===== src/rtl/seq_scan_sched_if.sv =====
// Request/grant/result bundle between the lane capture registers and the
// shared 0101 scan scheduler.
interface seq_scan_sched_if #(
   parameter int W     = 8,
   parameter int CNT_W = 4
);
   logic [3:0]       req;
   logic [4*W-1:0]   data_in;
   logic [3:0]       gnt;
   logic             busy;
   logic             done;
   logic [CNT_W-1:0] result_cnt;
   logic [1:0]       result_id;

   modport master (
      output req, data_in,
      input  gnt, busy, done, result_cnt, result_id
   );

   modport slave (
      input  req, data_in,
      output gnt, busy, done, result_cnt, result_id
   );
endinterface


===== src/rtl/seq_scan_sched.sv =====
// Round-robin scheduler sharing one MSB-first overlapping Moore 0101
// detector among four requesters; one word is served every W+2 cycles.
module seq_scan_sched #(
   parameter int W     = 8,
   parameter int CNT_W = 4
) (
   input logic           clk,
   input logic           rst,
   seq_scan_sched_if.slave bus
);
   localparam int BW = (W > 1) ? $clog2(W) : 1;

   typedef enum logic [1:0] {IDLE, SHIFT, DONE} state_e;
   typedef enum logic [2:0] {S1, S2, S3, S4, S5} det_e;

   state_e           state_q, state_d;
   det_e             det_q, det_d, det_nxt;
   logic [1:0]       rr_q, rr_d;
   logic [1:0]       id_q, id_d;
   logic [3:0]       gnt_q, gnt_d;
   logic             busy_q, busy_d;
   logic             done_q, done_d;
   logic [CNT_W-1:0] match_q, match_d;
   logic [CNT_W-1:0] cnt_out_q, cnt_out_d;
   logic [1:0]       id_out_q, id_out_d;
   logic [W-1:0]     shreg_q, shreg_d;
   logic [BW-1:0]    bitcnt_q, bitcnt_d;
   logic             found;
   logic [1:0]       pick;

   function automatic det_e det_step(det_e s, logic b);
      case (s)
         S1:      return b ? S1 : S2;
         S2:      return b ? S3 : S2;
         S3:      return b ? S1 : S4;
         S4:      return b ? S5 : S2;
         S5:      return b ? S1 : S4;
         default: return S1;
      endcase
   endfunction

   assign det_nxt = det_step(det_q, shreg_q[W-1]);

   // First requester at or above the rr pointer, wrapping 3 -> 0.
   always_comb begin : p_pick
      logic [1:0] idx;
      found = 1'b0;
      pick  = rr_q;
      idx   = '0;
      for (int i = 0; i < 4; i++) begin
         idx = rr_q + 2'(i);
         if (!found && bus.req[idx]) begin
            found = 1'b1;
            pick  = idx;
         end
      end
   end

   // NOTE: every _d gets its hold value first so no path leaves it
   // unassigned; that is what keeps this block free of inferred latches.
   always_comb begin
      state_d   = state_q;
      det_d     = det_q;
      rr_d      = rr_q;
      id_d      = id_q;
      gnt_d     = gnt_q;
      busy_d    = busy_q;
      done_d    = done_q;
      match_d   = match_q;
      cnt_out_d = cnt_out_q;
      id_out_d  = id_out_q;
      shreg_d   = shreg_q;
      bitcnt_d  = bitcnt_q;

      case (state_q)
         IDLE: begin
            if (found) begin
               gnt_d    = 4'(1) << pick;
               busy_d   = 1'b1;
               shreg_d  = bus.data_in[pick*W +: W];
               id_d     = pick;
               match_d  = '0;
               det_d    = S1;
               bitcnt_d = BW'(W - 1);
               state_d  = SHIFT;
            end
         end
         SHIFT: begin
            gnt_d   = '0;
            det_d   = det_nxt;
            shreg_d = shreg_q << 1;
            if (det_nxt == S5 && match_q != '1)
               match_d = match_q + CNT_W'(1);
            bitcnt_d = bitcnt_q - BW'(1);
            if (bitcnt_q == '0) begin
               // Result includes a match landing on the final bit.
               done_d    = 1'b1;
               cnt_out_d = match_d;
               id_out_d  = id_q;
               bitcnt_d  = '0;
               state_d   = DONE;
            end
         end
         DONE: begin
            done_d  = 1'b0;
            busy_d  = 1'b0;
            rr_d    = id_q + 2'd1;
            state_d = IDLE;
         end
         default: state_d = IDLE;
      endcase
   end

   // NOTE: sequential state uses non-blocking assignments so every register
   // samples the pre-edge values, independent of statement order.
   always_ff @(posedge clk or posedge rst) begin
      if (rst) begin
         state_q   <= IDLE;
         det_q     <= S1;
         rr_q      <= '0;
         id_q      <= '0;
         gnt_q     <= '0;
         busy_q    <= 1'b0;
         done_q    <= 1'b0;
         match_q   <= '0;
         cnt_out_q <= '0;
         id_out_q  <= '0;
         shreg_q   <= '0;
         bitcnt_q  <= '0;
      end else begin
         state_q   <= state_d;
         det_q     <= det_d;
         rr_q      <= rr_d;
         id_q      <= id_d;
         gnt_q     <= gnt_d;
         busy_q    <= busy_d;
         done_q    <= done_d;
         match_q   <= match_d;
         cnt_out_q <= cnt_out_d;
         id_out_q  <= id_out_d;
         shreg_q   <= shreg_d;
         bitcnt_q  <= bitcnt_d;
      end
   end

   assign bus.gnt        = gnt_q;
   assign bus.busy       = busy_q;
   assign bus.done       = done_q;
   assign bus.result_cnt = cnt_out_q;
   assign bus.result_id  = id_out_q;
endmodule


===== src/flat_wrapper.sv =====
// flat-port wrapper written by rule: the top's interface ports become plain ports
module seq_scan_sched_flat 
#(
   parameter int W     = 8,
   parameter int CNT_W = 4
)
  (clk, rst, bus_req, bus_data_in, bus_gnt, bus_busy, bus_done, bus_result_cnt, bus_result_id);
  seq_scan_sched_if #(.W(W), .CNT_W(CNT_W)) bus_i ();
  input logic clk;
  input logic rst;
  input wire logic [$bits(bus_i.req)-1:0] bus_req;
  input wire logic [$bits(bus_i.data_in)-1:0] bus_data_in;
  output wire logic [$bits(bus_i.gnt)-1:0] bus_gnt;
  output wire logic [$bits(bus_i.busy)-1:0] bus_busy;
  output wire logic [$bits(bus_i.done)-1:0] bus_done;
  output wire logic [$bits(bus_i.result_cnt)-1:0] bus_result_cnt;
  output wire logic [$bits(bus_i.result_id)-1:0] bus_result_id;
  assign bus_i.req = bus_req;
  assign bus_i.data_in = bus_data_in;
  assign bus_gnt = bus_i.gnt;
  assign bus_busy = bus_i.busy;
  assign bus_done = bus_i.done;
  assign bus_result_cnt = bus_i.result_cnt;
  assign bus_result_id = bus_i.result_id;
  seq_scan_sched #(.W(W), .CNT_W(CNT_W)) u_core (.clk(clk), .rst(rst), .bus(bus_i));
endmodule

===== config.mk =====
export PLATFORM = sky130hd
export DESIGN_NAME = seq_scan_sched_flat
export DESIGN_NICKNAME = d
export VERILOG_FILES = /design/src/rtl/seq_scan_sched_if.sv /design/src/rtl/seq_scan_sched.sv /design/src/flat_wrapper.sv
export SDC_FILE = /design/constraint.sdc
export NUM_CORES = 1
export LEC_CHECK = 0
export ABC_AREA = 1
export BUFFER_PORTS_ARGS = -buffer_cell sky130_fd_sc_hd__buf_2
export CORE_MARGIN = 2
export CORE_UTILIZATION = 53
export CTS_BUF_LIST = sky130_fd_sc_hd__clkbuf_16
export DETAILED_ROUTE_END_ITERATION = 10
export PLACE_DENSITY = 0.86
export SLEW_MARGIN = 20
export SYNTH_ARGS = -nofsm -noshare
export SYNTH_HDL_FRONTEND = slang
export SYNTH_SLANG_ARGS = --single-unit

===== constraint.sdc =====
create_clock -name clk -period 1.9 [get_ports clk]
set_input_delay 0.285 -clock clk [delete_from_list [all_inputs] [get_ports clk]]
set_output_delay 0.285 -clock clk [all_outputs]
set_load 0.03 [all_outputs]

### After elaboration in Yosys (flattened, before gate mapping)

Index checks and enable logic that the tools add are counted.

| word-level totals | value |
|---|---|
| output and inout port bits | 12 |
| input bits | 38 |
| logic and storage cells | 93 |
| register bits | 36 |

| operators by class | value |
|---|---|
| equality and inequality tests | 10 |
| reduce and logical (&&, ||, !) cells | 20 |
| mux-type cells | 39 |
| add/subtract/negate cells | 6 |
| shifts and indexed selects | 2 |
| order comparisons | 4 |

Operator list:

| cell | count |
|---|---|
| $shiftx 32x6->8 | 1 |
| $pmux 4 s2 | 2 |
| $pmux 8 s2 | 1 |
| $mux 2 | 7 |
| $lt 2x3->1 const B | 4 |
| $mux 3 | 4 |
| $mux 4 | 3 |
| $pmux 3 s2 | 2 |
| $pmux 3 s4 | 1 |
| $reduce_and 2->1 | 6 |
| $mux 1 | 11 |
| $bmux 1 s2 | 4 |
| $mux 8 | 1 |
| $eq 3x2->1 const B | 2 |
| $eq 3x3->1 const B | 2 |
| $logic_not 3->1 | 2 |
| $reduce_bool 2->1 | 3 |
| $add 2x1->2 const B | 2 |
| $add 2x2->2 const B | 2 |
| $add 4x1->4 const B | 1 |
| $logic_and 1x1->1 | 4 |
| $ne 2x1->1 const B | 2 |
| $ne 4x4->1 const B | 1 |
| $pmux 1 s2 | 2 |
| other kinds (9) | 11 |

### Longest topological paths before layout

Gate-level depths: netlist of the first run.

| depth | value |
|---|---|
| word-level depth | 15 |
| depth in mapped cells | 18 |
| gate-level depth less buffers | 16 |

### Worst setup path before layout of the first run

No wires, ideal clock.

| timing | value |
|---|---|
| path kind | reg2reg |
| from | register u_core.rr_q[1] |
| to | register u_core.shreg_q[0] |
| setup time | 0.116 ns |
| arrival time | 1.623 ns |
| stages on the path, launching flop included | 17 |
| period minus slack after synthesis | 1.740 ns |
| setup slack | 0.160 ns |
| required time | 1.784 ns |
| cell sequence | dfrtp_1 -> buf_4 -> inv_4 -> nand2_1 -> nand2_1 -> nand2_1 -> nand2_4 -> nand4_2 -> nand2_4 -> nand2_8 -> buf_8 -> nand2_2 -> nand2_1 -> nand2_1 -> nand2_1 -> nand2_1 -> nand2_1 |

| on the way | value |
|---|---|
| word-level cells in the longest chain between the ends | 15 |
| elaborated cells between the ends (all ways) | 29 |
| classes of those cells | add/sub: 3; eq/ne: 1; shift: 1; mux: 17; reduce/logical: 7 |

Ends and longest elaborated chain:

| element | line | RTL |
|---|---|---|
| start, declared | seq_scan_sched.sv:18 | `logic [1:0] rr_q, rr_d;` |
| start signal, assigned | seq_scan_sched.sv:133 | `rr_q <= rr_d;` |
| parallel branches: the longest is 15 deep, another holds $add 2x1->2 | - |  |
| end signal, assigned | seq_scan_sched.sv:141 | `shreg_q <= shreg_d;` |
| end, declared | seq_scan_sched.sv:26 | `logic [W-1:0] shreg_q, shreg_d;` |

Several ways; the timed one is not identified. The select of a mux whose other input is x is not followed.
A chain may end at the register's enable or synchronous reset.

### Worst setup path in the final report of the first run

| timing | value |
|---|---|
| from | register u_core.rr_q[0] |
| to | register u_core.id_q[1] |

| on the way | value |
|---|---|
| word-level cells in the longest chain between the ends | 13 |
| elaborated cells between the ends (all ways) | 25 |
| classes of those cells | add/sub: 3; mux: 15; reduce/logical: 7 |

Ends and longest elaborated chain:

| element | line | RTL |
|---|---|---|
| parallel branches: the longest is 13 deep, another holds $add 2x1->2 | - |  |
| end signal, assigned | seq_scan_sched.sv:134 | `id_q <= id_d;` |
| end, declared | seq_scan_sched.sv:19 | `logic [1:0] id_q, id_d;` |

Several ways; the timed one is not identified. The select of a mux whose other input is x is not followed.

==> results of run 1 <==
## per-layer routing
metal | global-route usage (%) | up-vias
met1 | 30.42 | 1164
met4 | 10.90 | 0
li1 | - | 1201
met3 | 6.349 | 27
met5 | 0 | -
met2 | 40.63 | 100
## worst max-delay path: stages, from the launching register on
cell and delay, ps:
dfrtp_2 460, buf_8 170, nand2_4 80, nand2_2 60, nand2_2 70, nand2_2 60, nor2_4 140, buf_6 120
nand2_4 40, o21ai_4 250, clkinvlp_4 260, nand2_2 140, o21a_1 160
## cell usage after synthesis (all sizes together)
library cell  number
buf                7
nand2            176
clkinv             1
o22ai              3
nor2              13
o21ai             18
dfrtp             36
xor2               2
xnor2              1
o221ai             1
inv               34
nor4               1
clkbuf             1
ha                 3
nand4              3
o21a               2
nand3             30
a21oi              3
## cells in the final DEF, fill, tap and decap left out, types with 2 or more instances in the layout
master	count
nand2_1	132
buf_2	49
dfrtp_1	34
nand2_2	29
inv_1	28
nand3_1	16
o21ai_0	14
nand2_4	14
nand3_2	14
buf_4	14
nor2_1	11
buf_6	9
clkbuf_16	6
inv_2	5
clkinvlp_4	3
o21ai_2	3
o22ai_2	3
ha_1	3
xor2_1	2
nor2_4	2
o21a_1	2
a21oi_1	2
buf_12	2
dfrtp_2	2
## layout make-up
type,instances,share of cell area [%]
multi-input cells,256,44.65
clock inverters,2,0.2702
flip-flops and latches,36,27.87
repair buffers,76,16.40
inverters,35,4.477
repair inverters,2,0.4631
well taps,52,2.007
clock buffers,5,3.860
## worst paths after layout
kind	cells after the start	to	slack (ps)
worst min-delay path	3	u_core.bus.done	110
worst max register to register	12	u_core.id_q[1]	-190
max in group asynchronous	3	u_core.rr_q[1]	1450
worst max-delay path	12	u_core.id_q[1]	-190
min in group clk	7	u_core.shreg_q[0]	420
worst min register to register	2	u_core.bus.result_cnt[3]	470
## metrics by stage
step	setup WS [ps]	hold slack [ps]	setup TNS, ps
after floorplan	160.4	449.2	0
after global placement	4.866	401.8	0
final	-191.7	109.8	-2041
after detailed placement	-84.39	405.8	-686.3
after CTS	-28.27	118.6	-45.71
after global routing	-257.9	153.5	-4123
## repair_timing
item,CTS,global route
gates resized for setup,25,56
buffers inserted,7,4
cloned,1,2
endpoints found under the setup margin,15,24
pin swaps,10,41
## power groups by stage
stage | Clock, mW | Combinational, mW | Sequential (mW)
after global routing | 0.807 | 4.90 | 1.40
after detailed placement | 0 | 3.38 | 1.32
after floorplan | 0 | 2.45 | 1.45
final | 0.758 | 4.49 | 1.35
after CTS | 0.770 | 3.73 | 1.32
after global placement | 0 | 3.29 | 1.30
## cell families after synthesis
| group | synth area share [%] |
|---|---|
| DFF | 38.81 |
| adders and majority gates | 1.617 |
| xor gates and xnor gates | 1.132 |
| buffers and inverters | 8.948 |
| and+or+nand+nor | 42.64 |
| AOI/OAI and AO/OA | 6.846 |
## state kept, by name (all words and copies together), names as in the netlist
register,flops
u_core.bus.done,1
u_core.bus.busy,1
u_core.bus.result_id,2
u_core.match_q,4
u_core.state_q,2
u_core.bus.result_cnt,4
u_core.bus.gnt,4
u_core.bitcnt_q,3
u_core.shreg_q,8
u_core.rr_q,2
u_core.det_q,3
u_core.id_q,2
==> impl_metrics.env, run 1 <==
export IMPL_outcome="finished with violations"
export IMPL_violations="negative setup slack"
export IMPL_fin_util_pct=75.50
export IMPL_htreeDepth=2
export IMPL_grt_max_degree=37
export IMPL_yosys_area_top_type_share_pct=38.81
export IMPL_die_area_um2=4925
export IMPL_core_um2=4294
export IMPL_antenna_found_initial=0
export IMPL_drt_iter0_drc=278
export IMPL_fin_crit_ps=2092
export IMPL_clkTransAtPathRegs_ps=50
export IMPL_r2r_start="u_core.rr_q[0]"
export IMPL_place_port_buffers=49
export IMPL_critPathCaptureType="flop"
export IMPL_critPathArrivalTime_ps=2300
export IMPL_final_net_count=453
export IMPL_finalHoldViolations=0
export IMPL_dieWidth_um=70.18
export IMPL_max_freq_mhz=478.1
export IMPL_worst_slew_pin_slew_ps=464.0
export IMPL_rsz0062_at_grt="true"
export IMPL_synth_area_leader_cell="dfrtp_1"
export IMPL_routed_wire_length_per_instance_um=14.03
export IMPL_grt_pass1_vias=2228
export IMPL_insertedDiodeCount=0
export IMPL_cts_tree="yes"
export IMPL_nFillCells=285
export IMPL_cts_sinks=36
export IMPL_ys_seq_elements=36
export IMPL_min_path_type="in2async"
export IMPL_p_int_mw=3.290
export IMPL_vias=2492
export IMPL_yosysUniqueCellTypes=31
export IMPL_wirelength_um=6510
export IMPL_powerDensity_nw_per_um2=2037
export IMPL_clockPowerShare_pct=11.5
export IMPL_io_pins=50
export IMPL_multi_input_area_um2=1448
export IMPL_top_layer_used="met4"
export IMPL_cp_start_kind="flop"
export IMPL_fin_cells=464
export IMPL_crit_start="u_core.rr_q[0]"
export IMPL_dpl_cell_area_um2=2696
export IMPL_cts_root_buffer="clkbuf_16"
export IMPL_clk_path_buf_depth=2
export IMPL_clock_skew_ps=3.180
export IMPL_grt_pass1_wl_um=9646
export IMPL_wl_met3_um=349
export IMPL_cts_buffers=5
export IMPL_drt_vias_per_instance=5.371
export IMPL_crit_fanout=7
export IMPL_p_leak_nw=1.796
export IMPL_power_switching_mw=3.313
export IMPL_regArea_um2=903.4
export IMPL_synth_area_top_cells="dfrtp_1, nand2_1, nand3_1"
export IMPL_design_area_um2=3242
export IMPL_synth_area_per_cell_um2=6.928
export IMPL_cts_hold_buf=0
export IMPL_grt_overflow=0
export IMPL_row_count=24
export IMPL_ant_nets=0
export IMPL_ys_seq_area_share_pct=38.81
export IMPL_start_util_pct=54.05
export IMPL_drv_cap=0
export IMPL_sw_frac_of_total_pct=50.18
export IMPL_routabilityCongestion=0.8569
export IMPL_syn_area_um2=2321
export IMPL_syn_inst=335
export IMPL_setup_viol=24
export IMPL_fin_total_pwr_mw=6.603
export IMPL_comb_power_share_pct=68.0
export IMPL_slew_headroom_pct=69.07
export IMPL_path_class="reg2reg"
export IMPL_die_h_um=70.18
export IMPL_yosys_warnings=0
export IMPL_drc=0
export IMPL_met1_length_um=2629
export IMPL_seq_power_share_pct=20.5
export IMPL_drv_slew=0
export IMPL_track_usage_pct=24.64
export IMPL_synthesis_nets=376
export IMPL_clock_latency_ps=280
export IMPL_drtPass1Iterations=4
export IMPL_timing_final_ws_setup_ps=-191.7
export IMPL_fin_crit_sh_pct=110.1
export IMPL_final_layout_size_suffix_gt1_share_pct=40.05
export IMPL_hpwlAfterDp_um=3702
export IMPL_syn_to_final_growth_pct=39.68
export IMPL_met2_length_um=3253
export IMPL_ir_drop_v=0.001121
export IMPL_cp_required_ps=2100
export IMPL_dp_cells=443
Note: power is estimated with default switching activity, not from simulation.
==> run 2: changes to the inputs <==
CTS_CLUSTER_DIAMETER = 100   (was not set)
MAX_ROUTING_LAYER = met4   (was not set)
==> impl_metrics.env, run 2 (same netlist as run 1, synthesis figures left out) <==
export IMPL_outcome="finished with violations"
export IMPL_violations="negative setup slack"
export IMPL_whs_ps=105.8
export IMPL_critPathCaptureType="flop"
export IMPL_htreeDepth=2
export IMPL_clk_path_buf_depth=2
export IMPL_rsz0062_at_grt="true"
export IMPL_cts_hold_buf=0
export IMPL_grt_pass1_vias=2232
export IMPL_ir_drop_v=0.001100
export IMPL_setup_viol=22
export IMPL_place_port_buffers=49
export IMPL_cts_sinks=36
export IMPL_cts_tree="yes"
export IMPL_layout_common_cells="nand2_1, buf_2, dfrtp_1, nand2_2, inv_1"
export IMPL_p_leak_nw=1.789
export IMPL_timing_final_ws_setup_ps=-126.1
export IMPL_slew_headroom_pct=69.52
export IMPL_track_usage_pct=25.37
export IMPL_dieWidth_um=70.18
export IMPL_grt_max_degree=37
export IMPL_fin_total_pwr_mw=6.524
export IMPL_cp_start_kind="flop"
export IMPL_routed_wire_length_per_instance_um=13.42
export IMPL_critPathArrivalTime_ps=2190
export IMPL_insertedDiodeCount=0
export IMPL_drv_cap=0
export IMPL_finalHoldViolations=0
export IMPL_grt_overflow=0
export IMPL_final_layout_size_suffix_gt1_share_pct=39.32
export IMPL_hpwlAfterDp_um=3702
export IMPL_die_h_um=70.18
export IMPL_path_class="reg2reg"
export IMPL_cts_buffers=5
export IMPL_dpl_worst_slack_ps=-84.39
export IMPL_io_pins=50
export IMPL_start_util_pct=54.05
export IMPL_mostFrequentLayoutCell="nand2_1"
export IMPL_max_freq_mhz=493.6
export IMPL_powerDensity_nw_per_um2=2022
export IMPL_cts_root_buffer="clkbuf_16"
export IMPL_largest_reg_flops=8
export IMPL_drtPass1Iterations=5
export IMPL_routabilityCongestion=0.8706
export IMPL_vias=2461
export IMPL_clock_latency_ps=280
export IMPL_antenna_found_initial=0
export IMPL_cp_required_ps=2070
export IMPL_wirelength_um=6225
export IMPL_worst_slew_pin_slew_ps=457.1
export IMPL_fin_crit_sh_pct=106.6
export IMPL_clock_skew_ps=2.668
export IMPL_drt_iter0_drc=285
export IMPL_regMostFlops="u_core.shreg_q"
export IMPL_design_area_um2=3227
export IMPL_crit_fanout=7
export IMPL_fin_crit_ps=2026
export IMPL_final_net_count=453
export IMPL_dpl_cell_area_um2=2696
export IMPL_syn_to_final_growth_pct=39.03
export IMPL_clkTransAtPathRegs_ps=50
export IMPL_drt_vias_per_instance=5.304
export IMPL_grt_pass1_wl_um=9653
export IMPL_min_path_type="in2async"
export IMPL_core_um2=4294
export IMPL_row_count=24
export IMPL_ant_nets=0
export IMPL_drc=0
export IMPL_drv_slew=0
export IMPL_die_area_um2=4925
==> run 2: cell counts in the layout (fill, tap and decap cells not counted) <==
No cell type changed its count.
==> run 2: worst paths after layout <==
check,slack (ps),start,end,cells past startpoint
min reg2reg,470,u_core.bus.result_cnt[3],u_core.bus.result_cnt[3],2
max reg2reg,-130,u_core.rr_q[0],u_core.id_q[1],11
min,110,rst,u_core.bus.done,3
max in group asynchronous,1460,rst,u_core.rr_q[1],3
max,-130,u_core.rr_q[0],u_core.id_q[1],11
min in group clk,410,bus_data_in[20],u_core.shreg_q[4],7
==> run 2: critical path, stage by stage (launching register included) <==
cell,delay [ps]
dfrtp_2,450
buf_8,170
nand2_4,80
nand2_2,60
nand2_2,70
nand2_2,60
nor2_4,140
buf_6,120
nand2_4,40
o21ai_4,250
clkinvlp_4,250
o21a_1,210
==> run 2: final cells by class <==
type	count	area, µm²
Timing Repair Buffer	76	531.8
Clock inverter	2	8.758
Sequential cell	36	903.4
Timing Repair inverter	2	15.01
Tap cell	52	65.06
Multi-Input combinational cell	256	1433
Inverter	35	145.1
Clock buffer	5	125.1
Fill cell	290	1067
==> run 2: per-layer routing <==
metal / up-vias / share of wire (%) / global-route usage (%) / routed length [µm]
li1: 1198 / - / - / -
met1: 1142 / 40 / 30.51 / 2492
met2: 93 / 50 / 40.63 / 3087
met3: 28 / 6.1 / 6.349 / 380
met4: 0 / 4.3 / 10.90 / 265
met5: - / 0 / - / 0
==> run 2: through the flow <==
stage                     instances  util [%]  TNS (ps)
after detailed placement        443     62.79    -686.3
final                           464     75.15     -1726
after global placement          443     62.79         0
after global routing            464     75.15     -3947
after CTS                       458     69.03    -45.71
after floorplan                 335         -         0
==> run 2: timing repair <==
item                       in CTS  in global routing
cloned                          1                  2
buffers inserted                7                  4
pin swaps                      10                 40
resized for setup              25                 53
setup endpoints to repair      15                 24
==> run 2: where the power goes <==
| part | internal, mW | leakage (nW) | total (mW) | switching, mW |
|---|---|---|---|---|
| Clock | 0.470 | 0.0709 | 0.760 | 0.289 |
| Combinational | 1.72 | 1.27 | 4.41 | 2.70 |
| Sequential | 1.10 | 0.451 | 1.35 | 0.255 |
